## config.mk

```make
export PLATFORM = sky130hd
export DESIGN_NAME = exception_flush_ctrl_flat
export DESIGN_NICKNAME = d
export VERILOG_FILES = /design/src/rtl/exception_flush_ctrl_if.sv /design/src/rtl/exception_flush_ctrl.sv /design/src/flat_wrapper.sv
export SDC_FILE = /design/constraint.sdc
export NUM_CORES = 1
export LEC_CHECK = 0
export CORE_MARGIN = 8
export CORE_UTILIZATION = 53
export CTS_CLUSTER_DIAMETER = 40
export DETAILED_ROUTE_END_ITERATION = 16
export HOLD_SLACK_MARGIN = 0.08
export PLACE_DENSITY = 0.84
export SYNTH_ARGS = -nofsm -noshare
export SYNTH_HDL_FRONTEND = slang
export SYNTH_SLANG_ARGS = --single-unit
```

## constraint.sdc

```tcl
create_clock -name clk -period 3.07 [get_ports clk]
set_input_delay 0.4605 -clock clk [delete_from_list [all_inputs] [get_ports clk]]
set_output_delay 0.4605 -clock clk [all_outputs]
set_load 0.005 [all_outputs]
```

## src/rtl/exception_flush_ctrl_if.sv

```systemverilog
// Handshake bundle between the exception unit, CP0, the pipeline and fetch,
// as seen by the exception flush controller (master) and its environment (slave).
interface exception_flush_ctrl_if;
    logic        exp_detect;
    logic        exp_is_eret;
    logic [31:0] exp_pc_address;
    logic        dbus_busy;
    logic        muldiv_busy;
    logic        fetch_ready;
    logic        pipe_stall;
    logic        pipe_flush;
    logic        cp0_commit;
    logic        cp0_commit_is_eret;
    logic        redirect_valid;
    logic [31:0] redirect_pc;
    logic        drain_timeout;
    logic        busy;

    modport master (
        input  exp_detect, exp_is_eret, exp_pc_address, dbus_busy, muldiv_busy, fetch_ready,
        output pipe_stall, pipe_flush, cp0_commit, cp0_commit_is_eret,
               redirect_valid, redirect_pc, drain_timeout, busy
    );

    modport slave (
        output exp_detect, exp_is_eret, exp_pc_address, dbus_busy, muldiv_busy, fetch_ready,
        input  pipe_stall, pipe_flush, cp0_commit, cp0_commit_is_eret,
               redirect_valid, redirect_pc, drain_timeout, busy
    );
endinterface

```

## src/rtl/exception_flush_ctrl.sv

```systemverilog
// Precise exception/ERET entry sequencer: freeze, drain bus and mul/div activity,
// commit CP0 once, flush the pipeline, then hand the captured target PC to fetch.
module exception_flush_ctrl #(
    parameter int FLUSH_CYCLES  = 1,
    parameter int DRAIN_TIMEOUT = 255
) (
    input  logic                   clk,
    input  logic                   rst,
    exception_flush_ctrl_if.master bus
);

    typedef enum logic [1:0] {
        IDLE,
        DRAIN,
        FLUSH,
        REDIRECT
    } state_t;

    localparam logic [7:0] DRAIN_LIMIT = 8'(DRAIN_TIMEOUT);
    localparam logic [3:0] FLUSH_LIMIT = 4'(FLUSH_CYCLES);

    state_t      state;
    state_t      state_next;
    logic [7:0]  drain_cnt;
    logic [7:0]  drain_cnt_next;
    logic [3:0]  flush_cnt;
    logic [3:0]  flush_cnt_next;
    logic [31:0] target;
    logic [31:0] target_next;
    logic        is_eret;
    logic        is_eret_next;
    logic        timeout_hit;
    logic        any_busy;

    assign any_busy = bus.dbus_busy | bus.muldiv_busy;

    // The faulting instruction must freeze in the very cycle it is detected.
    assign bus.pipe_stall = (state != IDLE) | bus.exp_detect;

    always_comb begin
        state_next     = state;
        drain_cnt_next = drain_cnt;
        flush_cnt_next = flush_cnt;
        target_next    = target;
        is_eret_next   = is_eret;
        timeout_hit    = 1'b0;
        case (state)
            IDLE: begin
                if (bus.exp_detect) begin
                    target_next  = bus.exp_pc_address;
                    is_eret_next = bus.exp_is_eret;
                    if (any_busy) begin
                        state_next     = DRAIN;
                        drain_cnt_next = 8'd1;
                    end else begin
                        state_next     = FLUSH;
                        flush_cnt_next = 4'd1;
                    end
                end
            end
            DRAIN: begin
                if (!any_busy) begin
                    state_next     = FLUSH;
                    flush_cnt_next = 4'd1;
                end else if (drain_cnt >= DRAIN_LIMIT) begin
                    state_next     = FLUSH;
                    flush_cnt_next = 4'd1;
                    timeout_hit    = 1'b1;
                end else if (drain_cnt != 8'hFF) begin
                    drain_cnt_next = drain_cnt + 8'd1;
                end
            end
            FLUSH: begin
                if (flush_cnt >= FLUSH_LIMIT) begin
                    state_next = REDIRECT;
                end else if (flush_cnt != 4'hF) begin
                    flush_cnt_next = flush_cnt + 4'd1;
                end
            end
            REDIRECT: begin
                if (bus.fetch_ready) begin
                    state_next = IDLE;
                end
            end
            default: state_next = IDLE;
        endcase
    end

    // Outputs are registered from the next state so they line up with the state they describe.
    always_ff @(posedge clk) begin
        if (rst) begin
            state                  <= IDLE;
            drain_cnt              <= 8'd0;
            flush_cnt              <= 4'd0;
            target                 <= 32'd0;
            is_eret                <= 1'b0;
            bus.pipe_flush         <= 1'b0;
            bus.cp0_commit         <= 1'b0;
            bus.cp0_commit_is_eret <= 1'b0;
            bus.redirect_valid     <= 1'b0;
            bus.redirect_pc        <= 32'd0;
            bus.drain_timeout      <= 1'b0;
            bus.busy               <= 1'b0;
        end else begin
            state                  <= state_next;
            drain_cnt              <= drain_cnt_next;
            flush_cnt              <= flush_cnt_next;
            target                 <= target_next;
            is_eret                <= is_eret_next;
            bus.pipe_flush         <= (state_next == FLUSH);
            bus.cp0_commit         <= (state_next == FLUSH) && (state != FLUSH);
            bus.cp0_commit_is_eret <= (state_next == FLUSH) && (state != FLUSH) && is_eret_next;
            bus.redirect_valid     <= (state_next == REDIRECT);
            if (state_next == REDIRECT) begin
                bus.redirect_pc <= target_next;
            end
            bus.drain_timeout      <= bus.drain_timeout | timeout_hit;
            bus.busy               <= (state_next != IDLE);
        end
    end

endmodule

```

## src/flat_wrapper.sv

```systemverilog
// flat-port wrapper written by rule: the top's interface ports become plain ports
module exception_flush_ctrl_flat 
#(
    parameter int FLUSH_CYCLES  = 1,
    parameter int DRAIN_TIMEOUT = 255
)
  (clk, rst, bus_exp_detect, bus_exp_is_eret, bus_exp_pc_address, bus_dbus_busy, bus_muldiv_busy, bus_fetch_ready, bus_pipe_stall, bus_pipe_flush, bus_cp0_commit, bus_cp0_commit_is_eret, bus_redirect_valid, bus_redirect_pc, bus_drain_timeout, bus_busy);
  exception_flush_ctrl_if bus_i ();
  input  logic clk;
  input  logic rst;
  input wire logic [$bits(bus_i.exp_detect)-1:0] bus_exp_detect;
  input wire logic [$bits(bus_i.exp_is_eret)-1:0] bus_exp_is_eret;
  input wire logic [$bits(bus_i.exp_pc_address)-1:0] bus_exp_pc_address;
  input wire logic [$bits(bus_i.dbus_busy)-1:0] bus_dbus_busy;
  input wire logic [$bits(bus_i.muldiv_busy)-1:0] bus_muldiv_busy;
  input wire logic [$bits(bus_i.fetch_ready)-1:0] bus_fetch_ready;
  output wire logic [$bits(bus_i.pipe_stall)-1:0] bus_pipe_stall;
  output wire logic [$bits(bus_i.pipe_flush)-1:0] bus_pipe_flush;
  output wire logic [$bits(bus_i.cp0_commit)-1:0] bus_cp0_commit;
  output wire logic [$bits(bus_i.cp0_commit_is_eret)-1:0] bus_cp0_commit_is_eret;
  output wire logic [$bits(bus_i.redirect_valid)-1:0] bus_redirect_valid;
  output wire logic [$bits(bus_i.redirect_pc)-1:0] bus_redirect_pc;
  output wire logic [$bits(bus_i.drain_timeout)-1:0] bus_drain_timeout;
  output wire logic [$bits(bus_i.busy)-1:0] bus_busy;
  assign bus_i.exp_detect = bus_exp_detect;
  assign bus_i.exp_is_eret = bus_exp_is_eret;
  assign bus_i.exp_pc_address = bus_exp_pc_address;
  assign bus_i.dbus_busy = bus_dbus_busy;
  assign bus_i.muldiv_busy = bus_muldiv_busy;
  assign bus_i.fetch_ready = bus_fetch_ready;
  assign bus_pipe_stall = bus_i.pipe_stall;
  assign bus_pipe_flush = bus_i.pipe_flush;
  assign bus_cp0_commit = bus_i.cp0_commit;
  assign bus_cp0_commit_is_eret = bus_i.cp0_commit_is_eret;
  assign bus_redirect_valid = bus_i.redirect_valid;
  assign bus_redirect_pc = bus_i.redirect_pc;
  assign bus_drain_timeout = bus_i.drain_timeout;
  assign bus_busy = bus_i.busy;
  exception_flush_ctrl #(.FLUSH_CYCLES(FLUSH_CYCLES), .DRAIN_TIMEOUT(DRAIN_TIMEOUT)) u_core (.clk(clk), .rst(rst), .bus(bus_i));
endmodule
```

# After elaboration in Yosys (flattened, before gate mapping)

Cells that the tools add are included.

Word-level logic and storage cells: 72
Bits in registers: 85

Muxes and demuxes: 27
Reduce and logical (&&, ||, !) cells: 9
Bitwise gates (word level): 3
Magnitude comparators: 2
Eq/ne operators: 17
Add/subtract/negate cells: 2

Operator list:

| operator              | count |
|---|---|
| $mux W32              | 2 |
| $mux W8               | 5 |
| $mux W4               | 6 |
| $pmux W8 S2           | 1 |
| $mux W2               | 6 |
| $pmux W4 S3           | 1 |
| $reduce_and A6 Y1     | 2 |
| $ne A2 B2 Y1 const B  | 5 |
| $add A8 B1 Y8 const B | 1 |
| $eq A2 B2 Y1 const B  | 4 |
| $ge A8 B8 Y1 const B  | 1 |
| $ne A2 B1 Y1 const B  | 4 |
| $ne A8 B8 Y1 const B  | 1 |
| $pmux W2 S4           | 1 |
| $reduce_bool A2 Y1    | 3 |
| $mux W1               | 5 |
| $add A4 B1 Y4 const B | 1 |
| $ge A4 B1 Y1 const B  | 1 |
| $ne A4 B4 Y1 const B  | 1 |
| $ne A3 B3 Y1 const B  | 1 |
| $or A1 B1 Y1          | 3 |
| $reduce_bool A3 Y1    | 1 |
| $eq A2 B1 Y1 const B  | 1 |
| $logic_and A1 B1 Y1   | 2 |
| $logic_not A2 Y1      | 1 |

# Logic depth before layout (Yosys ltp)

Depth after elaboration: 7
Depth in mapped cells: 8
Mapped depth without buffers: 6

# Least setup slack after synthesis

No wires, ideal clock.

Path type: register to register
Start point: reg u_core.flush_cnt[1]
End point: reg u_core.bus.redirect_pc[10] in the netlist's numbering
Required time: 2924 ps
Cell stages (with the launch flop): 9
Clock period less this slack: 1907 ps
Slack: 1163 ps
Data arrival time: 1761 ps
Setup time: 146 ps
Cells stage by stage: dfxtp_1 > inv_1 > ha_1 > or4b_4 > o211a_1 > buf_6 > buf_2 > nor2_1 > a211oi_2

Longest elaborated chain between the ends: 4

Ends and longest elaborated chain:

| item                     | RTL line                      | text |
|---|---|---|
| start: declaration       | exception_flush_ctrl.sv:26    | `logic [3:0] flush_cnt;` |
| start signal: assignment | exception_flush_ctrl.sv:107   | `flush_cnt <= flush_cnt_next;` |
| $ge A4 B1 Y1             | exception_flush_ctrl.sv:74    | `if (flush_cnt >= FLUSH_LIMIT) begin` |
| $mux W2                  | exception_flush_ctrl.sv:74    |  |
| $pmux W2 S4              | exception_flush_ctrl.sv:47    | `case (state)` |
| $eq A2 B2 Y1             | exception_flush_ctrl.sv:114   | `if (state_next == REDIRECT) begin` |
| end signal: assignment   | exception_flush_ctrl.sv:115   | `bus.redirect_pc <= target_next;` |
| end: declaration         | exception_flush_ctrl_if.sv:22 | `redirect_valid, redirect_pc, drain_timeout, busy` |

No other way between the ends.
A chain may end at the register's enable or synchronous reset.

# Final worst setup path

Start point: reg u_core.flush_cnt[1]
End point: reg u_core.bus.cp0_commit_is_eret

Longest elaborated chain between the ends: 6

Ends and longest elaborated chain:

| item                             | RTL line                      | text |
|---|---|---|
| $ge A4 B1 Y1                     | exception_flush_ctrl.sv:74    |  |
| $mux W2                          | exception_flush_ctrl.sv:74    |  |
| $pmux W2 S4                      | exception_flush_ctrl.sv:47    |  |
| $eq A2 B2 Y1                     | exception_flush_ctrl.sv:112   | `bus.cp0_commit_is_eret <= (state_next == FLUSH) && (state != FLUSH) && is_eret_next;` |
| $logic_and A1 B1 Y1 (2 in a row) | exception_flush_ctrl.sv:112   |  |
| end signal: assignment           | exception_flush_ctrl.sv:112   |  |
| end: declaration                 | exception_flush_ctrl_if.sv:21 | `output pipe_stall, pipe_flush, cp0_commit, cp0_commit_is_eret,` |

No other way between the ends.

==> flow_metrics.env <==
export IMPL_status="finished, final reports clean"
export IMPL_power_net_switching_w=0.000631
export IMPL_synth_seq_cells=85
export IMPL_p_clk_frac=0.342
export IMPL_p_int_w=0.00182
export IMPL_synth_top_area_frac=0.501
export IMPL_finalNetCount=438
export IMPL_clk_latency_ns=0.35
export IMPL_clkTransAtPathRegs_ns=0.08
export IMPL_syn_area_mm2=0.00340
export IMPL_crit_type="reg2reg"
export IMPL_drv_slew=0
export IMPL_fin_util=0.701
export IMPL_drt_iter0_drc=104
export IMPL_fin_skew_ns=0.00962
export IMPL_final_cell_mix="85 x dfxtp_1, 76 x clkdlybuf4s50_1, 74 x nor2_1"
export IMPL_yosysTopAreaCell="dfxtp_1"
export IMPL_finalSetupViolations=0
export IMPL_ys_seq_area_frac=0.501
export IMPL_powerDensity_mw_per_mm2=557
export IMPL_critPathMaxFanout=66
export IMPL_instances_no_fill=477
export IMPL_cts_tree="built"
export IMPL_final_common_cell="dfxtp_1"
export IMPL_seqPwrFrac=0.493
export IMPL_wl_mm=7.70
export IMPL_overflow=0
export IMPL_syn_nets=371
export IMPL_synth_edf_count=0
export IMPL_ff2ff_path_depth=6
export IMPL_tightest_slew_ns=0.892
export IMPL_grtUsageTotal=0.171
export IMPL_grt_pass1_wl_mm=12.5
export IMPL_rrSetupSlack_ns=0.66
export IMPL_syn_inst=328
export IMPL_drive_gt1_frac=0.153
export IMPL_max_freq_ghz=0.415
export IMPL_min_path_type="reg2reg"
export IMPL_synth_ff_type="dfxtp_1"
export IMPL_comb_power_share=0.164
export IMPL_final_seq_area_mm2=0.00170
export IMPL_core_rowCount=29
export IMPL_drcViolationCount=0
export IMPL_min_delay_worst_endpoint="u_core.flush_cnt[2]"
export IMPL_firstDrtPassIters=5
export IMPL_core_area_mm2=0.00628
export IMPL_fin_crit_ns=2.41
export IMPL_synth_avg_cell_area_um2=10.4
export IMPL_slew_limit_headroom=0.405
export IMPL_io_buffers=77
export IMPL_htreeDepth=3
export IMPL_multiInputGateArea_mm2=0.00156
export IMPL_whs_path_depth=2
export IMPL_ioPinCount=78
export IMPL_critPathCaptureType="flip-flop"
export IMPL_ys_types=42
export IMPL_drv_cap=0
export IMPL_fp_dieW_um=96.1
export IMPL_hp_start="u_core.flush_cnt[2]"
export IMPL_yosys_top_cells_area="dfxtp_1 50%, a211oi_2 11%, mux2i_1 10%, nor2_1 8.2%, a21oi_1 1.5%"
export IMPL_initial_core_util=0.542
export IMPL_cp_start_kind="flip-flop"
export IMPL_gp_congestion=0.763
export IMPL_numPlacedInstances=461
export IMPL_die_h_um=96.1
export IMPL_syn_to_final_growth_pct=29.4
export IMPL_final_hold_viol_count=0
export IMPL_ctsResizeCount=0
export IMPL_arrival_ns=2.67
export IMPL_p_leak_nw=1.57
export IMPL_fillers=476
export IMPL_ctsHoldBuffers=0
export IMPL_grt_max_degree=67
export IMPL_dp_hpwl_mm=5.17
export IMPL_via_count=2600
export IMPL_clock_sinks=85
export IMPL_avgRoutedWirePerCell_um=16.1
export IMPL_peakVddDrop_mv=0.408
export IMPL_clock_path_buffers=2
export IMPL_r2r_start="u_core.flush_cnt[1]"
export IMPL_timing_rr_end="u_core.bus.cp0_commit_is_eret"
export IMPL_antenna_cells=0
export IMPL_grt_pass1_vias=2659
export IMPL_root_buffer="clkbuf_8"
export IMPL_fin_tns_setup_ns=0
export IMPL_rsz0062_at_grt="no"
export IMPL_ant_nets=0
export IMPL_synthArstFlopShare=0
export IMPL_numCtsBuffers=9
export IMPL_antenna_found_initial=0
export IMPL_yosys_warnings=0
export IMPL_fin_crit_sh=0.786
export IMPL_critPathRequiredTime_ns=3.32
export IMPL_cts_setup_buffers=0
export IMPL_power_switching_share=0.258
export IMPL_die_area_mm2=0.00923
export IMPL_via_per_inst=5.45
## power groups by stage
stage | combinational [W] | clock, W | sequential (W)
after floorplan | 0.000254 | 0 | 0.00122
after global placement | 0.000391 | 0 | 0.00123
after detailed placement | 0.000401 | 0 | 0.00123
after CTS | 0.000406 | 0.000852 | 0.00121
after global routing | 0.000438 | 0.000897 | 0.00122
final | 0.000402 | 0.000839 | 0.00121
## logic make-up after synthesis
family          after synthesis  share of synthesized area
compound gates               67                      0.191
simple gates                107                      0.145
buf+inv                      30                     0.0453
flops                        85                      0.501
fa+ha+maj                     4                     0.0147
mux                          35                      0.103
## routing by layer
layer	part of all wire	up-vias	track usage
met5	0	-	0
met1	0.44	1226	0.209
met3	0.057	5	0.0452
met2	0.50	73	0.280
met4	0.0049	0	0.0691
li1	-	1296	-
## cells in the mapped netlist (6+ instances only)
cell type / count
mux2i_1: 34
dfxtp_1: 85
inv_1: 6
a211oi_2: 31
a21oi_1: 10
clkbuf_1: 8
buf_2: 9
nor2_1: 74
## state kept, by name, summed over array words and instances, names as in the netlist
register and flops:
u_core.bus.redirect_pc 32, u_core.target 32, u_core.drain_cnt 8, u_core.flush_cnt 4
u_core.state 2, u_core.bus.busy 1, u_core.bus.cp0_commit 1, u_core.bus.cp0_commit_is_eret 1
u_core.bus.drain_timeout 1, u_core.bus.pipe_flush 1, u_core.bus.redirect_valid 1, u_core.is_eret 1
## final cells by class
| class | instances | share of cell area |
|---|---|---|
| inverters | 6 | 0.00512 |
| repair buffers | 80 | 0.182 |
| clock inverters | 4 | 0.0125 |
| multi-input cells | 213 | 0.354 |
| flip-flops and latches | 85 | 0.387 |
| well taps | 77 | 0.0219 |
| clock buffers | 12 | 0.0376 |
## worst max-delay path by stage
stage,from,end,slack [ns],cells past startpoint
after detailed placement,u_core.flush_cnt[1],u_core.bus.cp0_commit_is_eret,0.71,6
after floorplan,u_core.flush_cnt[1],u_core.bus.redirect_pc[10],1.16,8
after global placement,bus_exp_detect,u_core.drain_cnt[6],0.81,6
final,u_core.flush_cnt[1],u_core.bus.cp0_commit_is_eret,0.66,6
after global routing,u_core.flush_cnt[1],u_core.bus.cp0_commit_is_eret,0.55,6
after CTS,u_core.flush_cnt[1],u_core.bus.cp0_commit_is_eret,0.67,6
## per-stage QoR
step	area [µm²]	worst slack (ns)	hold WS (ns)	total power, W
after floorplan	3400	1.16	0.450	0.00148
after global placement	4180	0.807	0.465	0.00162
after detailed placement	4180	0.706	0.487	0.00164
after CTS	4400	0.673	0.503	0.00247
after global routing	4400	0.549	0.523	0.00255
final	4400	0.658	0.504	0.00245
## critical path, cell delays in order, from the launching register on
cell     delay [ns]
dfxtp_1        0.40
inv_1          0.09
ha_1           0.19
or4b_4         0.51
o211a_4        0.52
a211o_1        0.38
nor4b_2        0.23
Note: power is estimated with default switching activity, not from simulation.
==> RTL change (same flow settings) <==
Encoding of `state_t`: now one-hot (4 bits for 4 states).
--- a/src/rtl/exception_flush_ctrl.sv
+++ b/src/rtl/exception_flush_ctrl.sv
@@ -9,11 +9,11 @@
     exception_flush_ctrl_if.master bus
 );
 
-    typedef enum logic [1:0] {
-        IDLE,
-        DRAIN,
-        FLUSH,
-        REDIRECT
+    typedef enum logic [3:0] {
+        IDLE     = 4'b0001,
+        DRAIN    = 4'b0010,
+        FLUSH    = 4'b0100,
+        REDIRECT = 4'b1000
     } state_t;
 
     localparam logic [7:0] DRAIN_LIMIT = 8'(DRAIN_TIMEOUT);
Behaviour: no difference found for any inputs over 10 cycles, from zero or initial values and one cycle with rst high; not proved beyond that.
==> RTL change against the unedited design <==
- via count up 9.6%
- clock power is 2.5% higher
- worst setup slack worse by 120 ps
- count of clock-buffer cells in the layout is 1 lower
- design area is 2.0% higher
- combinational power is 45% higher
- sequential cell count is 2 higher
- synthesized area up 1.8%
- total power up 11%
- routed wire length up 8.4%
- synthesized cell count up 6.4%
- critical path type is now flip-flop to output pin
==> RTL change: results (changes against the unedited design) <==
| Item | This run | Unit | vs unedited |
|:---|:---|:---|:---|
| Via count of the first global-routing pass | 2896 | - | +8.9% |
| First-pass GRT wire length | 14.0 | mm | +12% |
| Combinational cell power | 0.000582 | W | +45% |
| Synthesized-area fraction occupied by ao, oa, aoi and oai cells | 19.5 | % | +0.39 points |
| Cell leakage power | 1.73 | nW | +10% |
| R2R Setup Slk | 710 | ps | +50 ps |
| Maximum ir drop on the vdd rail | 0.360 | mV | -12% |
| Count of distinct cell types in the synthesized netlist | 53 | - | +26% |
| Syn nets | 392 | - | +5.7% |
| Clock skew after layout | 7.57 | ps | -2.04 ps |
| Slowest cell delay on critical path | 620 | ps | +100 ps |
| Number of instances in the placed design | 482 | - | +4.6% |
| Maximum fanout along the worst path | 10 | - | -85% |
| Adder-Cell Fraction of Synth Area | 1.45 | % | -0.026 points |
| Total routing resource utilization after global routing | 17.5 | % | +0.31 points |
| Sw Share | 28.5 | % | +2.8 points |
| Outcome | complete, no violations | - |  |
| Slowest stage cell, crit path | nor4b_2 | - |  |
| Fraction of layout instances using a drive strength above 1 | 8.55 | % | -6.7 points |
| Xor and xnor area share after synthesis | 0.506 | % | +0.51 points |
| Average cell area after synthesis | 9.92 | sq um | -4.3% |
| Number of cells on the worst reg-to-reg path | 5 | - | -1 |
| Sequential share of the synthesized area | 50.3 | % | +0.27 points |
| Most common library cells after synthesis | 87 x dfxtp_1, 40 x nor2_1, 38 x a21oi_1, 33 x a211oi_1, 33 x mux2i_1 | - |  |
| Start point of the worst hold path | rst | - |  |
| DP HPWL | 5.83 | mm | +13% |
| Pin count of the biggest net entering global routing | 43 | - | -36% |
| Worst Hold Path EP | u_core.bus.drain_timeout | - |  |
| Iteration-0 DRC count of the detailed router | 159 | - | +53% |
| Layout fillers | 455 | - | -4.4% |
| Arr. time, crit path | 2070 | ps | -600 ps |
| Max-slew headroom at the worst pin | 55.5 | % | +15 points |
==> RTL change: changes by cell type in the layout (fill, tap and decap cells not counted), sizes merged, moves of 4 or more <==
cell | unedited run | this run
a21oi | 10 | 38
buf | 4 | 8
inv | 6 | 11
nor2 | 74 | 40
==> RTL change: kinds of logic after synthesis <==
group | after synthesis
muxes | 34
DFF | 87
AOI/OAI and AO/OA | 99
xor gates and xnor gates | 2
adders and majority gates | 4
buffers and inverters | 38
and+or+nand+nor | 85
==> RTL change: routing by layer <==
metal | global-route usage [%] | vias up | wire length [microns]
met1 | 20.7 | 1366 | 3650
met2 | 29.0 | 66 | 4120
li1 | - | 1411 | -
met4 | 5.44 | 0 | 102
met3 | 5.69 | 7 | 476
met5 | 0 | - | 0
==> RTL change: worst max-delay path by stage <==
| stage | slack (ps) | end | start | cells past startpoint |
|---|---|---|---|---|
| global route | 380 | bus_pipe_stall | u_core.state[0] | 3 |
| global placement | 670 | u_core.drain_cnt[5] | bus_exp_detect | 5 |
| detailed placement | 610 | u_core.drain_cnt[5] | bus_exp_detect | 5 |
| finish | 540 | bus_pipe_stall | u_core.state[0] | 3 |
| floorplan | 1030 | u_core.drain_cnt[7] | u_core.state[0] | 5 |
| CTS | 530 | bus_pipe_stall | u_core.state[0] | 3 |
==> RTL change: cell type report <==
type | instances | area [sq um] | share of cell area, %
Sequential cell | 87 | 1740 | 38.8
Multi-Input combinational cell | 224 | 1570 | 34.9
Timing Repair Buffer | 84 | 831 | 18.5
Clock buffer | 11 | 131 | 2.93
Tap cell | 77 | 96.3 | 2.15
Clock inverter | 5 | 81.3 | 1.81
Inverter | 10 | 37.5 | 0.837
==> RTL change: worst reg2reg max path: stages, from the launching register on <==
cell	delay, ps
dfxtp_1	520
nor4b_2	630
nand2_2	350
buf_12	280
mux2i_1	200
a211oi_1	290
